--- src/rtl/cobra1_pkg.sv ---
// Shared VRAM definitions for the cobra1 video subsystem.
// Holds the VRAM geometry, the access tag and the CPU-side FSM states.
package cobra1_pkg;

  localparam int VRAM_AW = 11;
  localparam int VRAM_DW = 8;

  typedef enum logic [1:0] {
    TAG_NONE,
    TAG_VGA,
    TAG_CPU
  } tag_e;

  typedef enum logic [1:0] {
    C_IDLE,
    C_WAIT,
    C_ACK
  } cpu_st_e;

endpackage

--- src/rtl/vram_arbiter.sv ---
// Single-port VRAM arbiter between the VGA fetcher and the CPU.
// VGA normally wins; a starvation counter forces a CPU slot.
module vram_arbiter
  import cobra1_pkg::*;
#(
  parameter int STARVE_MAX = 8
) (
  input  logic               clk_pxl,
  input  logic               rst_n,
  input  logic               vga_req,
  input  logic [VRAM_AW-1:0] vga_a,
  output logic               vga_grant,
  output logic               vga_valid,
  output logic [VRAM_DW-1:0] vga_rdata,
  input  logic               cpu_req,
  input  logic               cpu_we,
  input  logic [VRAM_AW-1:0] cpu_a,
  input  logic [VRAM_DW-1:0] cpu_wd,
  output logic               cpu_ack,
  output logic [VRAM_DW-1:0] cpu_rd,
  output logic [VRAM_AW-1:0] ram_a,
  output logic [VRAM_DW-1:0] ram_do,
  output logic               ram_w,
  input  logic [VRAM_DW-1:0] ram_di
);

  localparam logic [3:0] LP_SMAX = 4'(STARVE_MAX);

  cpu_st_e    r_state;
  cpu_st_e    w_nstate;
  tag_e       r_tag1;
  tag_e       r_tag2;
  tag_e       w_tag;
  logic [3:0] r_starve;
  logic       r_cpu_we;
  logic       w_cpu_rdy;
  logic       w_force;
  logic       w_vga_iss;
  logic       w_cpu_iss;

  assign cpu_ack = (r_state == C_ACK);

  // Pick this edge's winner and the CPU FSM next state.
  always_comb begin
    w_cpu_rdy = (r_state == C_IDLE) && cpu_req;
    w_force   = w_cpu_rdy && (r_starve >= LP_SMAX);
    w_vga_iss = vga_req && !w_force;
    w_cpu_iss = w_cpu_rdy && !w_vga_iss;
    w_tag     = TAG_NONE;
    if (w_vga_iss) begin
      w_tag = TAG_VGA;
    end else if (w_cpu_iss) begin
      w_tag = TAG_CPU;
    end
    w_nstate = r_state;
    unique case (r_state)
      C_IDLE:  if (w_cpu_iss) w_nstate = C_WAIT;
      C_WAIT:  if (r_tag2 == TAG_CPU) w_nstate = C_ACK;
      C_ACK:   if (!cpu_req) w_nstate = C_IDLE;
      default: w_nstate = C_IDLE;
    endcase
  end

  // CPU FSM state register.
  always_ff @(posedge clk_pxl or negedge rst_n) begin
    if (!rst_n) r_state <= C_IDLE;
    else        r_state <= w_nstate;
  end

  // Register the issued access and push its tag down the pipe.
  always_ff @(posedge clk_pxl or negedge rst_n) begin
    if (!rst_n) begin
      ram_a     <= '0;
      ram_do    <= '0;
      ram_w     <= 1'b0;
      vga_grant <= 1'b0;
      r_cpu_we  <= 1'b0;
      r_tag1    <= TAG_NONE;
      r_tag2    <= TAG_NONE;
    end else begin
      ram_w     <= w_cpu_iss && cpu_we;
      vga_grant <= w_vga_iss;
      r_tag1    <= w_tag;
      r_tag2    <= r_tag1;
      if (w_vga_iss) begin
        ram_a <= vga_a;
      end else if (w_cpu_iss) begin
        ram_a    <= cpu_a;
        ram_do   <= cpu_wd;
        r_cpu_we <= cpu_we;
      end
    end
  end

  // Route returning RAM data to its owner as the tag retires.
  always_ff @(posedge clk_pxl or negedge rst_n) begin
    if (!rst_n) begin
      vga_valid <= 1'b0;
      vga_rdata <= '0;
      cpu_rd    <= '0;
    end else begin
      vga_valid <= (r_tag2 == TAG_VGA);
      if (r_tag2 == TAG_VGA) vga_rdata <= ram_di;
      if (r_tag2 == TAG_CPU && !r_cpu_we) cpu_rd <= ram_di;
    end
  end

  // Count VGA wins while an idle CPU request waits.
  always_ff @(posedge clk_pxl or negedge rst_n) begin
    if (!rst_n) begin
      r_starve <= '0;
    end else if (w_cpu_iss || (r_state == C_IDLE && !cpu_req)) begin
      r_starve <= '0;
    end else if (w_vga_iss && w_cpu_rdy && r_starve != 4'hF) begin
      r_starve <= r_starve + 4'd1;
    end
  end

endmodule

--- config.mk ---
export PLATFORM = sky130hd
export DESIGN_NAME = vram_arbiter
export DESIGN_NICKNAME = d
export VERILOG_FILES = /design/src/rtl/cobra1_pkg.sv /design/src/rtl/vram_arbiter.sv
export SDC_FILE = /design/constraint.sdc
export NUM_CORES = 1
export LEC_CHECK = 0
export ABC_CLOCK_PERIOD_IN_PS = 3900
export BUFFER_PORTS_ARGS = -buffer_cell sky130_fd_sc_hd__buf_2
export CAP_MARGIN = 5
export CORE_ASPECT_RATIO = 0.75
export CORE_UTILIZATION = 50
export CTS_CLUSTER_SIZE = 10
export DETAILED_ROUTE_END_ITERATION = 7
export PLACE_DENSITY_LB_ADDON = 0.3
export SLEW_MARGIN = 30
export SYNTH_ARGS = -nofsm -noshare
export SYNTH_HDL_FRONTEND = slang
export SYNTH_SLANG_ARGS = --single-unit
--- constraint.sdc ---
create_clock -name clk_pxl -period 3.9 [get_ports clk_pxl]
set_input_delay 0.78 -clock clk_pxl [delete_from_list [all_inputs] [get_ports clk_pxl]]
set_output_delay 0.78 -clock clk_pxl [all_outputs]
set_load 0.02 [all_outputs]
==> impl_metrics.yaml <==
placed_design:
  hpwlAfterDp_um: 2760
  gp_congestion: 0.735
  post-place-ws_ns: 1.43
  io_buffers: 81
clock_tree:
  cts_setup_buffers: 0
  cts_buffers: 5
  clk_path_buf_depth: 2
  clk_latency_ns: 0.29
  ctsHoldBuffers: 0
  cts_tree: "done"
  cts_resized: 0
  cts_sinks: 48
  clock-root-buffer: "clkbuf_8"
  clkSlewWorstSetupHoldPaths_ns: 0.08
  h-tree-depth: 2
timing:
  slew_headroom_pct: 48.4
  setup_tns_ns: 0
  rsz0062_at_grt: "false"
  finalClockSkew_ns: 0.00448
  tightest_slew_ns: 0.772
  drv_slew: 0
  finalSetupViolCount: 0
  final.period_utilization_pct: 56.1
  fin_crit_ns: 2.19
  fmax_ghz: 0.457
  finalHoldViolCount: 0
  timing.final.ws_setup_ns: 1.71
global_routing:
  grt_pass1_wl_um: 6580
  grt_max_degree: 49
  antenna_found_initial: 0
  grt_use_total_pct: 19.1
  gr-total-overflow: 0
  grt_pass1_vias: 1368
run_status:
  outcome: "completed"
worst_setup_path:
  worstPathRequired_ns: 4.14
  cp_max_fo: 13
  startpoint_type: "primary input"
  path_class: "in -> reg"
  cp-end-kind: "flop"
  arrival_ns: 2.42
drt:
  dr_total_vias: 1439
  drc_errors: 0
  wl_um: 3850
  drt_first_pass_iters: 4
  viasPerCell: 5.05
  post_drt_wl_per_cell_um: 13.5
  dr.first_iter.drc_count: 34
  ant_nets: 0
power:
  p_leak_nw: 1.26
  max-vdd-ir-drop_mv: 0.356
  p_per_area_nw_per_um2: 609
  finalPower_mw: 1.60
synth:
  syn_nets: 193
  syn_avg_cell_area_um2: 14.3
  ys_ff_latch: 48
  syn-instance-count: 148
  ys_seq_area_share_pct: 56.9
  yosys_warnings: 0
  syn_area_um2: 2110
  ys_types: 25
finish:
  layout.nets: 275
  areaGrowthSynthToFinish_pct: 24.2
  fin_util_pct: 64.7
  drive_gt1_share_pct: 60.0
  num-fill-cells: 321
  n_antenna_cell: 0
floorplan:
  die_w_um: 77.0
  coreArea_um2: 4050
  initial_core_util_pct: 52.1
  die_h_um: 58.3
  io_pins: 82
  rows: 20
  die_area_um2: 4490
min_path:
  hold_class: "reg -> reg"
run:
  cap_viol_max_count: 0
cells in the mapped netlist:
cell type,n,area [um2]
nand3_1,1,5.00
nor2_1,2,7.51
o2bb2ai_1,1,8.76
o221a_2,11,124
nor2_2,1,6.26
nand2_1,1,3.75
mux2_4,7,105
nor3b_4,1,18.8
mux2_2,29,327
clkbuf_1,2,7.51
inv_1,6,22.5
nand4_1,1,6.26
a21o_1,1,7.51
o21ai_0,7,35.0
dfrtp_1,48,1200
and3b_1,1,8.76
buf_6,2,22.5
nor2b_1,3,18.8
ha_1,2,25.0
o22ai_1,1,6.26
o21ai_2,1,8.76
nand3b_1,13,97.6
buf_4,2,15.0
buf_2,1,5.00
nand2b_1,3,18.8
stage by stage:
stage / hold slack, ns / cells / instance area [um2]
2_1_floorplan: 0.331 / 148 / 2110
3_3_place_gp: 0.332 / 278 / 2540
3_5_place_dp: 0.336 / 278 / 2550
4_1_cts: 0.355 / 285 / 2620
5_1_grt: 0.370 / 285 / 2620
6_report: 0.351 / 285 / 2620
sequential cells by signal, summed over array words and instances, names as in the netlist:
signal,cells
cpu_rd,8
r_cpu_we,1
r_starve,4
r_state,2
r_tag1,2
r_tag2,2
ram_a,11
ram_do,8
ram_w,1
vga_rdata,8
vga_valid,1
area by class of cell:
cell class,count,area [um2],share of cell area (%)
sequential,48,1200,45.8
tap,55,68.8,2.62
clock inverter,1,5.00,0.191
clock buffer,6,72.6,2.77
inverter,6,22.5,0.858
timing repair buffer,82,415,15.8
multi-input combinational,87,838,32.0
cell usage in the layout (no fill, tap or decap), drive strengths merged:
cell type / count
buf: 82
dfrtp: 48
mux2: 36
nand3b: 13
o221a: 11
o21ai: 8
inv: 6
clkbuf: 6
nor2b: 3
nand2b: 3
nor2: 3
ha: 2
nor3b: 1
a21o: 1
and3b: 1
nand2: 1
o2bb2ai: 1
nand3: 1
o22ai: 1
nand4: 1
clkinv: 1
cells by family after synthesis:
kind of cell               after synthesis  synth area share [%]
AOI/OAI and AO/OA                       22                  9.01
DFF                                     48                  56.9
buffers and inverters                   13                  3.44
adders and majority gates                2                  1.18
muxes                                   36                  20.4
and+or+nand+nor                         27                  9.06
where the power goes:
part           total [mW]  switching, mW  internal [mW]
registers           0.726         0.0851          0.641
logic               0.601          0.318          0.283
clock network       0.271          0.149          0.122
final timing paths:
path	to	startpoint	slack [ns]	cells after the start
max	ram_a[5]	cpu_req	1.71	5
min	r_tag2[1]	r_tag1[1]	0.35	0
max reg2reg	ram_a[5]	r_state[0]	1.84	4
min reg2reg	r_tag2[1]	r_tag1[1]	0.35	0
max in group asynchronous	vga_rdata[1]	rst_n	3.02	1
min in group asynchronous	ram_a[5]	rst_n	0.48	1
critical path, cell delays in order:
cell and delay [ns]:
buf_2 0.13, nor3b_4 0.52, buf_4 0.30, a21o_1 0.42, o221a_2 0.26
routing by layer:
metal	up-vias	global-route usage (%)	part of all wire (%)	wire (um)
met3	3	4.09	5.0	194
met5	-	0	0	0
met1	692	28.8	51	1950
met4	0	5.66	0.73	28
met2	41	27.7	44	1680
li1	703	-	-	-
No activity file was read; power rests on OpenSTA's default activity.
